==> config.mk <==
export PLATFORM = sky130hd
export DESIGN_NAME = rrf_flag_retire_wr
export DESIGN_NICKNAME = d
export VERILOG_FILES = /design/src/rtl/rrf_flag_retire_wr_pkg.sv /design/src/rtl/rrf_flag_retire_wr_fifo.sv /design/src/rtl/rrf_flag_retire_wr.sv
export SDC_FILE = /design/constraint.sdc
export NUM_CORES = 1
export LEC_CHECK = 0
export BUFFER_PORTS_ARGS = -buffer_cell sky130_fd_sc_hd__buf_4
export CAP_MARGIN = 10
export CORE_UTILIZATION = 48
export DETAILED_ROUTE_END_ITERATION = 10
export GPL_TIMING_DRIVEN = 0
export PLACE_DENSITY = 0.76
export SYNTH_ARGS = -nofsm -noshare
export SYNTH_HDL_FRONTEND = slang
export SYNTH_SLANG_ARGS = --single-unit
==> constraint.sdc <==
create_clock -name clk -period 2.08 [get_ports clk]
set_input_delay 0.208 -clock clk [delete_from_list [all_inputs] [get_ports clk]]
set_output_delay 0.208 -clock clk [all_outputs]
set_load 0.1 [all_outputs]
==> src/rtl/rrf_flag_retire_wr_pkg.sv <==
// Shared types for the flag register-file writer.
//   FLAG_WIDTH     width of one architectural flag vector
//   rrf_flag_wr_t  one pending write: owning thread plus flag value
package rrf_flag_retire_wr_pkg;

    localparam int FLAG_WIDTH = 6;

    typedef struct packed {
        logic                  thread;
        logic [FLAG_WIDTH-1:0] data;
    } rrf_flag_wr_t;

endpackage

==> src/rtl/rrf_flag_retire_wr_fifo.sv <==
// Pending-write buffer between the retire pipe and the RRF write port.
// Ports:
//   clk, rst      clock, synchronous active-high reset
//   push          append push_data at the tail
//   push_data     entry to append
//   pop           drop the head entry
//   flush_en      invalidate every entry owned by flush_thread
//   flush_thread  thread being flushed
//   head          oldest entry (valid only when empty=0)
//   empty         no entries held
//   count_next    occupancy after this cycle's pop/flush/push
// Each slot has its own valid bit so a flush can drop entries by thread.
// On a flush the surviving entries are compacted to slot 0 in their
// original order; the reordering of storage never shows at the ports.
module rrf_flag_retire_wr_fifo
    import rrf_flag_retire_wr_pkg::*;
#(
    parameter  int DEPTH = 2,
    localparam int PTR_W = $clog2(DEPTH),
    localparam int CNT_W = PTR_W + 1
) (
    input  logic             clk,
    input  logic             rst,
    input  logic             push,
    input  rrf_flag_wr_t     push_data,
    input  logic             pop,
    input  logic             flush_en,
    input  logic             flush_thread,
    output rrf_flag_wr_t     head,
    output logic             empty,
    output logic [CNT_W-1:0] count_next
);

    rrf_flag_wr_t     mem   [DEPTH];
    rrf_flag_wr_t     mem_n [DEPTH];
    logic [DEPTH-1:0] vld, vld_n;
    logic [PTR_W-1:0] rd_ptr, wr_ptr, rd_n, wr_n;
    logic [CNT_W-1:0] count, count_pre, kept;
    logic [PTR_W-1:0] idx;

    // NOTE: every variable written here gets a default first, so no path
    // leaves one unassigned and no latch is inferred.
    always_comb begin
        mem_n      = mem;
        vld_n      = vld;
        rd_n       = rd_ptr;
        wr_n       = wr_ptr;
        count_pre  = count;
        kept       = '0;
        idx        = '0;

        if (flush_en) begin
            // Walk oldest to youngest, keeping other-thread entries in order.
            vld_n = '0;
            for (int k = 0; k < DEPTH; k++) begin
                idx = rd_ptr + PTR_W'(k);
                if (vld[idx] && !(pop && k == 0) && mem[idx].thread != flush_thread) begin
                    mem_n[kept[PTR_W-1:0]] = mem[idx];
                    vld_n[kept[PTR_W-1:0]] = 1'b1;
                    kept                   = kept + CNT_W'(1);
                end
            end
            rd_n      = '0;
            wr_n      = kept[PTR_W-1:0];
            count_pre = kept;
        end else if (pop) begin
            vld_n[rd_ptr] = 1'b0;
            rd_n          = rd_ptr + PTR_W'(1);
            count_pre     = count - CNT_W'(1);
        end

        count_next = count_pre;
        if (push) begin
            mem_n[wr_n] = push_data;
            vld_n[wr_n] = 1'b1;
            wr_n        = wr_n + PTR_W'(1);
            count_next  = count_pre + CNT_W'(1);
        end
    end

    // NOTE: state registers use non-blocking assignments so every flop
    // samples the pre-edge value of every other flop.
    always_ff @(posedge clk) begin
        if (rst) begin
            rd_ptr <= '0;
            wr_ptr <= '0;
            count  <= '0;
            vld    <= '0;
        end else begin
            rd_ptr <= rd_n;
            wr_ptr <= wr_n;
            count  <= count_next;
            vld    <= vld_n;
        end
    end

    // NOTE: the storage array is deliberately not reset; the valid bits and
    // count alone define which slots hold live data.
    always_ff @(posedge clk) begin
        mem <= mem_n;
    end

    assign head  = mem[rd_ptr];
    assign empty = (count == '0);

    // The stall logic upstream must never let a push land on a full buffer.
    push_not_full: assert property (@(posedge clk) disable iff (rst)
        !(push && count_pre == CNT_W'(DEPTH)));

endmodule

==> src/rtl/rrf_flag_retire_wr.sv <==
// Writer side of the architectural flag register file.
// Ports:
//   clk, rst        clock, synchronous active-high reset
//   retire_clkEn    retire stage advances this cycle
//   ret_valid       per-slot retire valid (slot 0 oldest)
//   ret_flag_wen    per-slot flag write
//   ret_flags       per-slot flags, slot i at [i*DATA_WIDTH +: DATA_WIDTH]
//   ret_thread      thread of the whole retire group
//   restore_en      exception/flush flag restore request
//   restore_flush   with restore_en: discard pending writes of restore_thread
//   restore_data    restored flag value
//   restore_thread  thread of the restore
//   retire_stall    retire must hold next cycle
//   write0_data/write0_wen/write_thread  single RRF write port
// DATA_WIDTH must equal FLAG_WIDTH from the package.
module rrf_flag_retire_wr
    import rrf_flag_retire_wr_pkg::*;
#(
    parameter int DATA_WIDTH = FLAG_WIDTH,
    parameter int RET_WIDTH  = 4,
    parameter int FIFO_DEPTH = 2
) (
    input  logic                          clk,
    input  logic                          rst,
    input  logic                          retire_clkEn,
    input  logic [RET_WIDTH-1:0]          ret_valid,
    input  logic [RET_WIDTH-1:0]          ret_flag_wen,
    input  logic [RET_WIDTH*DATA_WIDTH-1:0] ret_flags,
    input  logic                          ret_thread,
    input  logic                          restore_en,
    input  logic                          restore_flush,
    input  logic [DATA_WIDTH-1:0]         restore_data,
    input  logic                          restore_thread,
    output logic                          retire_stall,
    output logic [DATA_WIDTH-1:0]         write0_data,
    output logic                          write0_wen,
    output logic                          write_thread
);

    localparam int CNT_W = $clog2(FIFO_DEPTH) + 1;

    logic                  raw_hit, s0_hit, s0_keep, flush_now;
    logic [DATA_WIDTH-1:0] sel_flags;
    logic                  s1_vld, s1_thr;
    logic [DATA_WIDTH-1:0] s1_data;
    logic                  use_fifo, use_s1, s1_drop, push, pop;
    rrf_flag_wr_t          s1_entry, fifo_head;
    logic                  fifo_empty;
    logic [CNT_W-1:0]      count_next;

    // Youngest flag writer wins: later slots overwrite earlier matches.
    always_comb begin
        raw_hit   = 1'b0;
        sel_flags = '0;
        for (int i = 0; i < RET_WIDTH; i++) begin
            if (ret_valid[i] && ret_flag_wen[i]) begin
                raw_hit   = 1'b1;
                sel_flags = ret_flags[i*DATA_WIDTH +: DATA_WIDTH];
            end
        end
    end

    assign flush_now = restore_en & restore_flush;
    assign s0_hit    = raw_hit & retire_clkEn & ~retire_stall;
    // A retire of the thread being flushed in this very cycle is discarded.
    assign s0_keep   = s0_hit & ~(flush_now & (ret_thread == restore_thread));

    always_ff @(posedge clk) begin
        if (rst) begin
            s1_vld  <= 1'b0;
            s1_data <= '0;
            s1_thr  <= 1'b0;
        end else begin
            s1_vld <= s0_keep;
            if (s0_keep) begin
                s1_data <= sel_flags;
                s1_thr  <= ret_thread;
            end
        end
    end

    // Port arbitration: restore, then buffered writes, then s1 bypass.
    always_comb begin
        use_fifo = !restore_en && !fifo_empty;
        use_s1   = !restore_en && fifo_empty && s1_vld;
        s1_drop  = flush_now && (s1_thr == restore_thread);
        push     = s1_vld && !use_s1 && !s1_drop;
        pop      = use_fifo;
    end

    assign s1_entry = '{thread: s1_thr, data: s1_data};

    rrf_flag_retire_wr_fifo #(
        .DEPTH(FIFO_DEPTH)
    ) u_fifo (
        .clk         (clk),
        .rst         (rst),
        .push        (push),
        .push_data   (s1_entry),
        .pop         (pop),
        .flush_en    (flush_now),
        .flush_thread(restore_thread),
        .head        (fifo_head),
        .empty       (fifo_empty),
        .count_next  (count_next)
    );

    always_ff @(posedge clk) begin
        if (rst) begin
            write0_wen   <= 1'b0;
            write0_data  <= '0;
            write_thread <= 1'b0;
            retire_stall <= 1'b0;
        end else begin
            // Stalling at DEPTH-1 leaves one slot for the s1 entry already in flight.
            retire_stall <= (count_next >= CNT_W'(FIFO_DEPTH - 1));
            write0_wen   <= restore_en | use_fifo | use_s1;
            if (restore_en) begin
                write0_data  <= restore_data;
                write_thread <= restore_thread;
            end else if (use_fifo) begin
                write0_data  <= fifo_head.data;
                write_thread <= fifo_head.thread;
            end else if (use_s1) begin
                write0_data  <= s1_data;
                write_thread <= s1_thr;
            end
        end
    end

endmodule

Word level (Yosys, flattened, before mapping)

Index checks and enable logic that the tools add are counted.

Memories kept: 0
Bits in read-only memories: 0
Output and inout bits: 9
Latch bits: 0
Register bits: 37
RAM bits: 0
Word-level logic and storage cells: 136
Input port bits: 45

Shift-type cells: 0
$lt $le $gt $ge: 14
Multipliers: 0
Reductions and logical operators: 26
Divide/modulo/power cells: 0
Bitwise logic cells: 17
Multiplexer cells: 55
Eq/ne operators: 4
Add/subtract/negate cells: 5

Operator list:

| cell                | count |
|---|---|
| $mux 7              | 10 |
| $mux 14             | 3 |
| $mux 6              | 7 |
| $bwmux 14           | 2 |
| $mux 1              | 19 |
| $logic_and 1x1->1   | 18 |
| $mux 2              | 9 |
| $demux 7 s1         | 2 |
| $ge 2x2->1 const B  | 4 |
| $lt 1x2->1 const B  | 4 |
| $not 1->2           | 4 |
| $and 1x1->1         | 5 |
| $logic_not 1->1     | 5 |
| $add 2x1->2 const B | 2 |
| $lt 2x1->1 const B  | 2 |
| $demux 1 s1         | 3 |
| $ge 1x1->1 const B  | 3 |
| $reduce_bool 3->1   | 1 |
| $add 1x1->1 const B | 2 |
| $and 2x2->2         | 1 |
| $eq 1x1->1          | 2 |
| $ge 2x1->1 const B  | 1 |
| $logic_not 2->1     | 1 |
| $ne 1x1->1          | 2 |
| 7 further kinds     | 9 |

Depth between registers and ports, before layout

Gate-level depths: netlist (run 1).

Word-level depth: 18
Depth in mapped cells: 11
Mapped depth without buffers: 11

Modules after synthesis

Synthesis (run 1) repeated with hierarchy kept, for this count alone.

Cell total of the unflattened synthesis: 254
Area total of the unflattened synthesis: 2,139.6 sq um

Modules (own cells, without submodules):

| module                  | instances | cells an instance | area an instance (sq um) |
|---|---|---|---|
| rrf_flag_retire_wr_fifo | 1         | 142               | 1,193.6 |
| rrf_flag_retire_wr      | 1         | 112               | 945.9 |

Worst setup path after synthesis (run 1)

OpenSTA, ideal clock, no wires.

Path type: register -> register
Start: register u_fifo.rd_ptr
End: register u_fifo.mem[13] in the netlist's numbering
Clock period less this slack: 2,207 ps
Library setup time: 123 ps
Cell stages (with the launch flop): 10
Path slack: -127 ps
Data arrival time: 2,084 ps
Path through: dfxtp_1 > buf_6 > mux2i_2 > mux2i_1 > nand2_1 > ha_1 > mux2i_1 > and2_1 > buf_2 > mux2_1

RTL lines:

| element                | line                           | source |
|---|---|---|
| from (decl)            | rrf_flag_retire_wr_fifo.sv:37  | `logic [PTR_W-1:0] rd_ptr, wr_ptr, rd_n, wr_n;` |
| from (signal assigned) | rrf_flag_retire_wr_fifo.sv:90  | `rd_ptr <= rd_n;` |
| to (signal assigned)   | rrf_flag_retire_wr_fifo.sv:100 | `mem <= mem_n;` |
| to (decl)              | rrf_flag_retire_wr_fifo.sv:34  | `rrf_flag_wr_t mem [DEPTH];` |

Final worst setup path (run 1)

Start: register u_fifo.rd_ptr
End: register u_fifo.count[1]

Longest elaborated chain between the ends: 13

Ends and longest elaborated chain:

| element                                   | line                          | source |
|---|---|---|
| $not 1->2 (implied by the code)           | rrf_flag_retire_wr_fifo.sv:57 | `if (vld[idx] && !(pop && k == 0) && mem[idx].thread != flush_thread) begin` |
| $mux 7 (implied by the code) (3 in a row) | rrf_flag_retire_wr_fifo.sv:57 |  |
| $ne 1x1->1                                | rrf_flag_retire_wr_fifo.sv:57 |  |
| $logic_and 1x1->1                         | rrf_flag_retire_wr_fifo.sv:57 |  |
| $mux 1                                    | rrf_flag_retire_wr_fifo.sv:57 |  |
| $mux 2                                    | rrf_flag_retire_wr_fifo.sv:52 | `if (flush_en) begin` |
| $add 2x1->2                               | rrf_flag_retire_wr_fifo.sv:60 | `kept = kept + CNT_W'(1);` |
| $mux 2 *                                  | rrf_flag_retire_wr_fifo.sv:57 |  |
| $mux 2 *                                  | rrf_flag_retire_wr_fifo.sv:52 |  |
| $add 2x1->2                               | rrf_flag_retire_wr_fifo.sv:77 | `count_next = count_pre + CNT_W'(1);` |
| $mux 2 *                                  | rrf_flag_retire_wr_fifo.sv:73 | `if (push) begin` |
| to (signal assigned)                      | rrf_flag_retire_wr_fifo.sv:92 | `count <= count_next;` |
| to (decl)                                 | rrf_flag_retire_wr_fifo.sv:38 | `logic [CNT_W-1:0] count, count_pre, kept;` |

Every way passes the cells marked *; elsewhere a longest branch is shown, timed or not. The select of a mux whose other input is x is not followed.
A chain may end at the register's enable or synchronous reset.

==> qor.csv, run 1 <==
stage,metric,value,unit
critical_path,arrival,2.44,ns
floorplanning,chipWidth,69.06,µm
sta,slew_headroom,58.64,%
pwr,power.leakage,0.001137,µW
finish,multi_input_area,1358,µm²
sta,setup-tns-final,-0.9605,ns
drt,via_count,2269,
flow_run,cap_violations,0,
synthesis,syn-num-nets,319,
synthesis,syn_area,2158,µm²
clocking,clkTransAtPathRegs,0.08,ns
critical_path,cp.required,2.32,ns
critical_path,critPathCaptureType,flip-flop,
pwr,p_per_area,897.1,nW/µm²
min_path,hold_class,in2reg,
place,place_area,2616,µm²
floorplanning,die_h,69.06,µm
clocking,cts_tree,done,
sta,whs,0.1127,ns
floorplanning,core.rowCount,24,
place,place_hpwl,3.955,mm
clocking,cts-root-buf,clkbuf_8,
finish,drive_above_1_share,30.29,%
critical_path,critPathLaunchType,flip-flop,
drt,drtIter0Drc,168,
floorplanning,ioPinCount,54,
finish,syn_to_final_growth,34.26,%
finish,diodes,0,
finish,design_area,2898,µm²
clocking,holdBufCountCts,0,
clocking,cts-htree-levels,2,
pwr,vdd_drop_max,0.0003582,V
synthesis,ys_warn_count,0,
synthesis,synthFlopType,dfxtp_1,
place,pre_cts_ws,-0.4194,ns
sta,max_slew.worst_pin.slew,0.6197,ns
clocking,clock_path_buffers,2,
synthesis,ys_ff_latch,37,
critical_path,worstPathCellList,mux2i_4 > mux2i_1 > nand2_1 > ha_4 > mux2i_1 > mux2i_1 > nand2_1 > or4_1 > nand2_1,
synthesis,yosysTopAreaCell,dfxtp_1,
floorplanning,dieArea,4769,µm²
global_route,grt.overflow.total,0,
sta,finalHoldViolations,0,
global_route,track_usage,23.45,%
finish,final_net_count,386,
synthesis,synth_common_cells,"dfxtp_1 (37), nor2_1 (36), nand2_1 (24), inv_1 (18), mux2i_1 (16)",
finish,fin_cells,392,
finish,fill_cells,393,
synthesis,synth-edff-count,0,
drt,drtAntennaViolNets,0,
synthesis,yosysMostFrequentCell,dfxtp_1,
finish,seqCellArea,745.7,µm²
critical_path,path_max_fanout,3,
global_route,grt_max_degree,12,
synthesis,ys_types,46,
drt,routed_wl,5.646,mm
global_route,grt_pass1_wl,9.246,mm
clocking,numCtsBuffers,5,
sta,clock_skew,0.008761,ns
synthesis,yosysSeqAreaShare,34.32,%
critical_path,cp_slowest_stage_delay,0.40,ns
place,port_buffers,50,
synthesis,synth_top_area_share,34.32,%
synthesis,synthTopCellsByArea,"dfxtp_1 (34%), mux2i_1 (7.4%), nor2_1 (6.3%)",
place,dp_cells,374,
synthesis,syn_inst,272,
outcome,status,finished with violations,
floorplanning,start_util,49.91,%
place,gp_congestion,0.8485,
drt,dr.pass1.iters,5,
clocking,clk_latency,0.30,ns
drt,post_drt_wl_per_cell,14.40,µm
clocking,clock-sinks,37,
sta,fin_crit_sh,106.0,%
global_route,grt_antenna_before_repair,0,
drt,drc_errors,0,
sta,drv_slew,0,
synthesis,avgSynthCellArea,7.935,µm²
critical_path,cpMaxStageDelayCell,or4_1,
critical_path,path_class,reg2reg,
floorplanning,coreArea,4324,µm²
outcome,violations,negative setup slack,
drt,viasPerCell,5.788,
sta,final-setup-viol-count,12,
global_route,grt_pass1_vias,2124,
sta,layout_min_cycle_time,2.206,ns
sta,max_freq,0.4534,GHz
sta,rsz0062_at_grt,yes,
sta,setup_slack,-0.1258,ns
synthesis,async_flop_share,0,%
[worst max-delay path: cells and delay by family (launching register included)]
kind,cells,cell delay [ns]
multiplexers,4,0.78
flip-flops,1,0.37
adder cells (fa/ha/maj),1,0.30
AND/OR/NAND/NOR,4,0.69
[sequential cells by signal, indices dropped and copies added, names as in the netlist]
| register | count |
|---|---|
| write_thread | 1 |
| retire_stall | 1 |
| s1_data | 6 |
| s1_vld | 1 |
| write0_data | 6 |
| u_fifo.vld | 2 |
| u_fifo.rd_ptr | 1 |
| u_fifo.mem | 14 |
| u_fifo.count | 2 |
| write0_wen | 1 |
| u_fifo.wr_ptr | 1 |
| s1_thr | 1 |
[stage by stage]
| step | total power [µW] | utilization, % |
|---|---|---|
| 2_1_floorplan | 1670 | - |
| 3_3_place_gp | 1904 | 60.50 |
| 3_5_place_dp | 1917 | 60.50 |
| 4_1_cts | 2552 | 65.28 |
| 5_1_grt | 2735 | 67.01 |
| 6_report | 2600 | 67.01 |
[power breakdown]
part | switching [µW] | total (µW) | internal, µW
sequential | 92.2 | 916 | 824
clock | 259 | 558 | 300
combinational | 698 | 1120 | 426
[logic make-up after synthesis]
group                      count (synthesis)  synth area share, %
xor gates and xnor gates                   5                2.029
muxes                                     20                9.623
and+or+nand+nor                          107                23.59
adders and majority gates                  2                1.159
DFF                                       37                34.32
buffers and inverters                     36                7.362
AOI/OAI and AO/OA                         65                21.91
[cells in the final DEF (no fill, tap or decap), drive strengths merged, types with 2 or more instances in the layout]
cell / netlist / routed
buf: 9 / 70
dfxtp: 37 / 37
nor2: 36 / 36
nand2: 25 / 25
inv: 18 / 18
mux2i: 17 / 17
nor3: 15 / 15
clkbuf: 9 / 15
nand3: 14 / 14
o21ai: 14 / 14
a21oi: 11 / 11
a311oi: 7 / 7
a221oi: 7 / 7
a211oi: 7 / 7
o221ai: 6 / 6
xor2: 5 / 5
nor2b: 4 / 4
and2: 4 / 4
mux2: 3 / 3
or4: 2 / 2
ha: 2 / 2
o21bai: 2 / 2
nor3b: 2 / 2
[per-layer routing]
metal,vias to the layer above,GRT usage (%),share of wire [%]
met5,-,0,0
met4,0,10.20,1.8
met3,15,5.409,7.3
met2,108,40.02,49
met1,1035,27.97,42
li1,1111,-,-
[area by class of cell]
type                       instances  area share (%)
buffer                            16           2.893
tap                               52           2.245
clock buffer                       7           3.325
multi-input combinational        199           46.85
inverter                          18           2.332
sequential                        37           25.73
timing repair buffer              62           16.45
clock inverter                     1          0.1727
[timing repair]
item | CTS | global route
gates resized for setup | 14 | 21
endpoints found under the setup margin | 21 | 23
buffers inserted | 5 | 6
cloned | 0 | 1
pin swaps | 4 | 8
[worst paths after layout]
check | cells after the start | from | slack, ns | end
max | 9 | u_fifo.rd_ptr | -0.13 | u_fifo.count[1]
min | 2 | rst | 0.11 | write0_wen
max reg2reg | 9 | u_fifo.rd_ptr | -0.13 | u_fifo.count[1]
min reg2reg | 2 | s1_data[0] | 0.49 | u_fifo.mem[0]
No activity file was read; power rests on OpenSTA's default activity.
==> inputs of run 2 (changes only) <==
--- a/config.mk
+++ b/config.mk
@@ -10,7 +10,7 @@
 export CORE_UTILIZATION = 48
 export DETAILED_ROUTE_END_ITERATION = 10
 export GPL_TIMING_DRIVEN = 0
-export PLACE_DENSITY = 0.76
+export PLACE_DENSITY = 0.86
 export SYNTH_ARGS = -nofsm -noshare
 export SYNTH_HDL_FRONTEND = slang
 export SYNTH_SLANG_ARGS = --single-unit
==> run 2 against run 1 <==
The flow still finishes with violations (negative setup slack). Final cell count up 0.26%. Sequential cell count unchanged. Worst setup slack worse by 0.098 ns. Combinational power up 5%. Register-to-register slack worse by 0.098 ns. Global-route usage up 2.5 points. Sequential share of layout area down 0.20 points. Clock-buffer cell count down 2. Non-clock buffer count up 1. Largest power group unchanged. Highest routed layer unchanged.
==> qor.csv, run 2 (synthesis results as in run 1) <==
stage,metric,value,unit
critical_path,critPathLaunchType,flip-flop,
critical_path,path_max_fanout,7,
global_route,grt.overflow.total,0,
outcome,violations,negative setup slack,
finish,largest_register_ff_count,14,
drt,via_count,2282,
clocking,holdBufCountCts,0,
sta,max_freq,0.4341,GHz
clocking,cts-htree-levels,2,
floorplanning,die_h,69.06,µm
critical_path,arrival,2.49,ns
outcome,status,finished with violations,
finish,syn_to_final_growth,35.30,%
floorplanning,start_util,49.91,%
place,place_area,2616,µm²
global_route,grt_max_degree,14,
finish,final_net_count,387,
critical_path,reg2reg_from,u_fifo.rd_ptr,
floorplanning,coreArea,4324,µm²
finish,fin_cells,393,
flow_run,cap_violations,0,
finish,finish.utilization,67.53,%
critical_path,cp_slowest_stage_delay,0.37,ns
clocking,clk_latency,0.30,ns
finish,regMostFlops,u_fifo.mem,
finish,drive_above_1_share,30.50,%
drt,drtAntennaViolNets,0,
sta,layout_min_cycle_time,2.304,ns
clocking,cts_tree,done,
sta,fin_crit_sh,110.8,%
drt,post_drt_wl_per_cell,15.41,µm
critical_path,cpMaxStageDelayCell,dfxtp_4,
global_route,track_usage,25.95,%
finish,mostFrequentLayoutCells,"buf_4 (61), nor2_1 (35), dfxtp_1 (35)",
drt,drc_errors,0,
global_route,grt_antenna_before_repair,0,
pwr,power.leakage,0.001139,µW
critical_path,worstRegToRegCells,9,
place,port_buffers,50,
clocking,clock-sinks,37,
critical_path,critical_path_depth,9,
clocking,cts-root-buf,clkbuf_8,
floorplanning,core.rowCount,24,
clocking,clkTransAtPathRegs,0.07,ns
clocking,clock_path_buffers,2,
sta,slew_headroom,58.45,%
floorplanning,ioPinCount,54,
critical_path,critPathBufInv,2,
pwr,total_power,2738,µW
floorplanning,dieArea,4769,µm²
sta,rsz0062_at_grt,yes,
floorplanning,chipWidth,69.06,µm
critical_path,critPathCaptureType,flip-flop,
sta,setup_slack,-0.2239,ns
place,dp_cells,374,
critical_path,path_class,reg2reg,
global_route,grt_pass1_vias,2222,
place,gp_congestion,0.9073,
drt,routed_wl,6.058,mm
place,place_hpwl,4.087,mm
global_route,grt_pass1_wl,10.12,mm
min_path,worstHoldPathCells,2,
finish,fill_cells,360,
min_path,min-delay-start,rst,
clocking,numCtsBuffers,5,
finish,largestRegisters,"u_fifo.mem: 14 flops, s1_data: 6 flops, write0_data: 6 flops",
pwr,p_per_area,937.5,nW/µm²
place,pre_cts_ws,-0.4077,ns
min_path,hold_class,in2reg,
sta,finalHoldViolations,0,
critical_path,worstPathCellList,mux2i_4 > mux2i_2 > nand2_1 > ha_4 > buf_4 > mux2i_4 > buf_6 > nor2_4 > mux2_4,
critical_path,cp.required,2.27,ns
drt,drtIter0Drc,168,
drt,viasPerCell,5.807,
sta,final-setup-viol-count,18,
finish,mostFrequentLayoutCell,buf_4,
drt,dr.pass1.iters,4,
critical_path,critical-path-top-delay-family,multiplexers,
pwr,vdd_drop_max,0.0004514,V
sta,clock_skew,0.003519,ns
sta,drv_slew,0,
sta,max_slew.worst_pin.slew,0.6227,ns
critical_path,cp_common_cell,mux2i_4,
finish,diodes,0,
finish,design_area,2920,µm²
critical_path,crit_path_start,u_fifo.rd_ptr,
## run 2: what timing repair did
action,CTS,global route
gates resized for setup,17,14
pin swaps,5,6
setup endpoints to repair,20,21
buffers inserted,9,3
cloned,1,0
## run 2: where the power goes
part           total [µW]  internal [µW]  switching, µW  leakage, µW
Combinational        1180            464            716     0.000780
Sequential            922            823           99.3     0.000304
Clock                 635            359            276    0.0000543
## run 2: area by class of cell
cell class | instances | area [µm²] | share of cell area [%]
clock inverters | 3 | 46.29 | 1.585
flip-flops and latches | 37 | 745.7 | 25.54
inverters | 18 | 67.56 | 2.314
repair buffers | 63 | 486.7 | 16.67
clock buffers | 5 | 68.82 | 2.356
plain buffers | 16 | 86.33 | 2.956
multi-input cells | 199 | 1354 | 46.36
well taps | 52 | 65.06 | 2.228
## run 2: metal layers
layer	GRT usage [%]	wire (µm)
met4	11.56	148
met1	31.62	2581
met5	0	0
met3	5.702	443
met2	43.58	2884
## run 2: worst reg2reg max path: cells and delay by family, from the launching register on
| family | cells | cell delay [ns] |
|---|---|---|
| adders and majority gates | 1 | 0.32 |
| buffers and inverters | 2 | 0.26 |
| DFF | 1 | 0.37 |
| muxes | 4 | 0.95 |
| and+or+nand+nor | 2 | 0.31 |
## run 2: worst paths after layout
check,end,slack (ns)
worst max-delay path,u_fifo.mem[6],-0.22
worst min-delay path,write0_wen,0.12
worst max register to register,u_fifo.mem[6],-0.22
worst min register to register,write0_data[0],0.50
## run 2: stage by stage
| step | TNS, ns | hold slack (ns) |
|---|---|---|
| floorplan | -0.3052 | 0.2796 |
| global placement | -5.136 | 0.4227 |
| detailed placement | -6.497 | 0.4247 |
| CTS | -1.588 | 0.1075 |
| global route | -5.086 | 0.1260 |
| finish | -2.763 | 0.1183 |
==> inputs of run 3 (changes only) <==
--- a/config.mk
+++ b/config.mk
@@ -7,10 +7,10 @@
 export LEC_CHECK = 0
 export BUFFER_PORTS_ARGS = -buffer_cell sky130_fd_sc_hd__buf_4
 export CAP_MARGIN = 10
-export CORE_UTILIZATION = 48
+export CORE_UTILIZATION = 53
 export DETAILED_ROUTE_END_ITERATION = 10
 export GPL_TIMING_DRIVEN = 0
-export PLACE_DENSITY = 0.86
+export PLACE_DENSITY = 0.9
 export SYNTH_ARGS = -nofsm -noshare
 export SYNTH_HDL_FRONTEND = slang
 export SYNTH_SLANG_ARGS = --single-unit
==> constraint.sdc (replaced) <==
create_clock -name clk -period 2.5 [get_ports clk]
set_input_delay 0.25 -clock clk [delete_from_list [all_inputs] [get_ports clk]]
set_output_delay 0.25 -clock clk [all_outputs]
set_load 0.1 [all_outputs]
==> run 3 against run 2 <==
The flow now finishes without violations. Register-to-register slack gained 0.35 ns. Clock power fell by 17%. Final area fell by 4.6%. Critical path depth grew 1. Final cell count is 3.1% lower. Worst hold slack better by 0.049 ns. Sequential cell count unchanged. Clock-buffer cell count rose by 2. First-iteration DRC count decreased by 15%. Critical path type unchanged.
==> qor.csv, run 3 (synthesis results as in run 1) <==
stage,metric,value,unit
outcome,status,"finished, final reports clean",
pwr,vdd_drop_max,0.0004742,V
drt,drtAntennaViolNets,0,
global_route,grt_max_degree,12,
sta,fin_crit_sh,94.76,%
critical_path,arrival,2.61,ns
pwr,p_per_area,789.9,nW/µm²
critical_path,critical-path-top-delay-family,multiplexers,
critical_path,worstRegToRegCells,10,
critical_path,cp.required,2.74,ns
critical_path,crit_path_start,u_fifo.rd_ptr,
drt,post_drt_wl_per_cell,14.54,µm
sta,clock_skew,0.005950,ns
pwr,power.leakage,0.001088,µW
floorplanning,coreArea,3771,µm²
critical_path,reg2reg_from,u_fifo.rd_ptr,
sta,layout_min_cycle_time,2.369,ns
clocking,cts-htree-levels,2,
finish,mostFrequentLayoutCells,"buf_4 (54), dfxtp_1 (37), nor2_1 (35)",
sta,max_freq,0.4221,GHz
drt,drc_errors,0,
critical_path,path_class,reg2reg,
sta,max_slew.worst_pin.slew,0.6154,ns
floorplanning,dieArea,4332,µm²
critical_path,cp-endpoint,u_fifo.count[1],
place,pre_cts_ws,-0.2204,ns
critical_path,critPathLaunchType,flip-flop,
critical_path,cpMaxStageDelayCell,or4_1,
global_route,grt_pass1_vias,2151,
sta,final-setup-viol-count,0,
finish,largest_register_ff_count,14,
sta,finalHoldViolations,0,
finish,final_net_count,379,
clocking,clock_path_buffers,2,
min_path,hold_class,in2reg,
finish,fill_cells,281,
drt,drtIter0Drc,142,
critical_path,worstPathCellList,buf_6 > mux2i_4 > mux2i_2 > nand2_1 > ha_4 > mux2i_1 > mux2i_1 > nand2_1 > or4_1 > nand2_1,
clocking,numCtsBuffers,5,
global_route,track_usage,27.86,%
critical_path,critPathCaptureType,flip-flop,
finish,seqCellArea,740.7,µm²
finish,diodes,0,
drt,via_count,2222,
place,gp_congestion,0.8520,
clocking,cts-root-buf,clkbuf_8,
critical_path,cp_common_cell,nand2_1,
critical_path,cp_slowest_stage_delay,0.41,ns
floorplanning,die_h,65.82,µm
critical_path,critical_path_depth,10,
sta,setup-tns-final,0,ns
drt,routed_wl,5.539,mm
floorplanning,start_util,57.23,%
sta,drv_slew,0,
drt,dr.pass1.iters,4,
drt,viasPerCell,5.832,
global_route,grt.overflow.total,0,
sta,whs,0.1673,ns
sta,setup_slack,0.1311,ns
global_route,grt_antenna_before_repair,0,
sta,slew_headroom,58.93,%
clocking,holdBufCountCts,0,
finish,drive_above_1_share,24.62,%
finish,syn_to_final_growth,29.10,%
place,place_hpwl,4.044,mm
critical_path,path_max_fanout,7,
clocking,clk_latency,0.29,ns
floorplanning,ioPinCount,54,
finish,regMostFlops,u_fifo.mem,
critical_path,critPathBufInv,1,
clocking,cts_tree,done,
finish,multi_input_area,1311,µm²
finish,finish.utilization,73.89,%
global_route,grt_pass1_wl,9.239,mm
critical_path,r2r_setup_slack,0.13,ns
floorplanning,core.rowCount,22,
floorplanning,chipWidth,65.82,µm
flow_run,cap_violations,0,
finish,largestRegisters,"u_fifo.mem: 14 flops, s1_data: 6 flops, write0_data: 6 flops",
place,port_buffers,50,
critical_path,reg2reg_to,u_fifo.count[1],
clocking,clock-sinks,37,
finish,mostFrequentLayoutCell,buf_4,
clocking,clkTransAtPathRegs,0.07,ns
## run 3: cell types whose count changed in the layout (fill, tap and decap cells not counted), sizes merged
cell | before | now
clkinv | 1 | 0
clkbuf | 15 | 16
buf | 69 | 62
clkinvlp | 1 | 0
## run 3: how the worst min path moves through the flow
stage | startpoint | end | slack (ns) | depth (start not counted)
final | rst | write0_wen | 0.17 | 2
after global routing | rst | write0_wen | 0.17 | 2
after CTS | rst | write0_wen | 0.16 | 2
after detailed placement | rst | write0_wen | 0.47 | 2
after global placement | rst | write0_wen | 0.46 | 2
after floorplan | rst | write0_wen | 0.32 | 1
## run 3: where the power goes
group / internal (µW) / total, µW / leakage [µW] / switching [µW]
registers: 683 / 760 / 0.000303 / 76.5
logic: 332 / 913 / 0.000727 / 580
clock network: 325 / 529 / 0.0000585 / 204
## run 3: cell type report
cell class,count,area share [%]
plain buffers,18,3.323
inverters,18,2.425
clock buffers,7,3.098
multi-input cells,199,47.06
repair buffers,53,14.28
well taps,48,2.155
clock inverters,1,1.078
flip-flops and latches,37,26.58
## run 3: through the flow
stage               total power, µW  instance area, µm²  std cells
floorplan                      1385                2158        272
global placement               1571                2594        370
detailed placement             1595                2594        370
CTS                            2139                2719        379
global route                   2314                2786        381
finish                         2201                2786        381
## run 3: routing by layer
layer | up-vias | global-route usage (%) | share of wire, %
met4 | 0 | 10.87 | 2.2
li1 | 1098 | - | -
met2 | 113 | 50.64 | 50
met1 | 1001 | 31.02 | 39
met3 | 10 | 6.207 | 8.1
met5 | - | 0 | 0
## run 3: what timing repair did
item	in CTS	in global routing
buffers inserted	1	2
pin swaps	0	0
endpoints found under the setup margin	12	20
gates resized for setup	1	8
endpoints found under the hold margin	0	0
## run 3: worst reg2reg max path, delay by kind of cell (launching register included)
| family | cells | cell delay, ns |
|---|---|---|
| mux | 4 | 0.85 |
| flops | 1 | 0.32 |
| buf+inv | 1 | 0.13 |
| simple gates | 4 | 0.71 |
| fa+ha+maj | 1 | 0.32 |
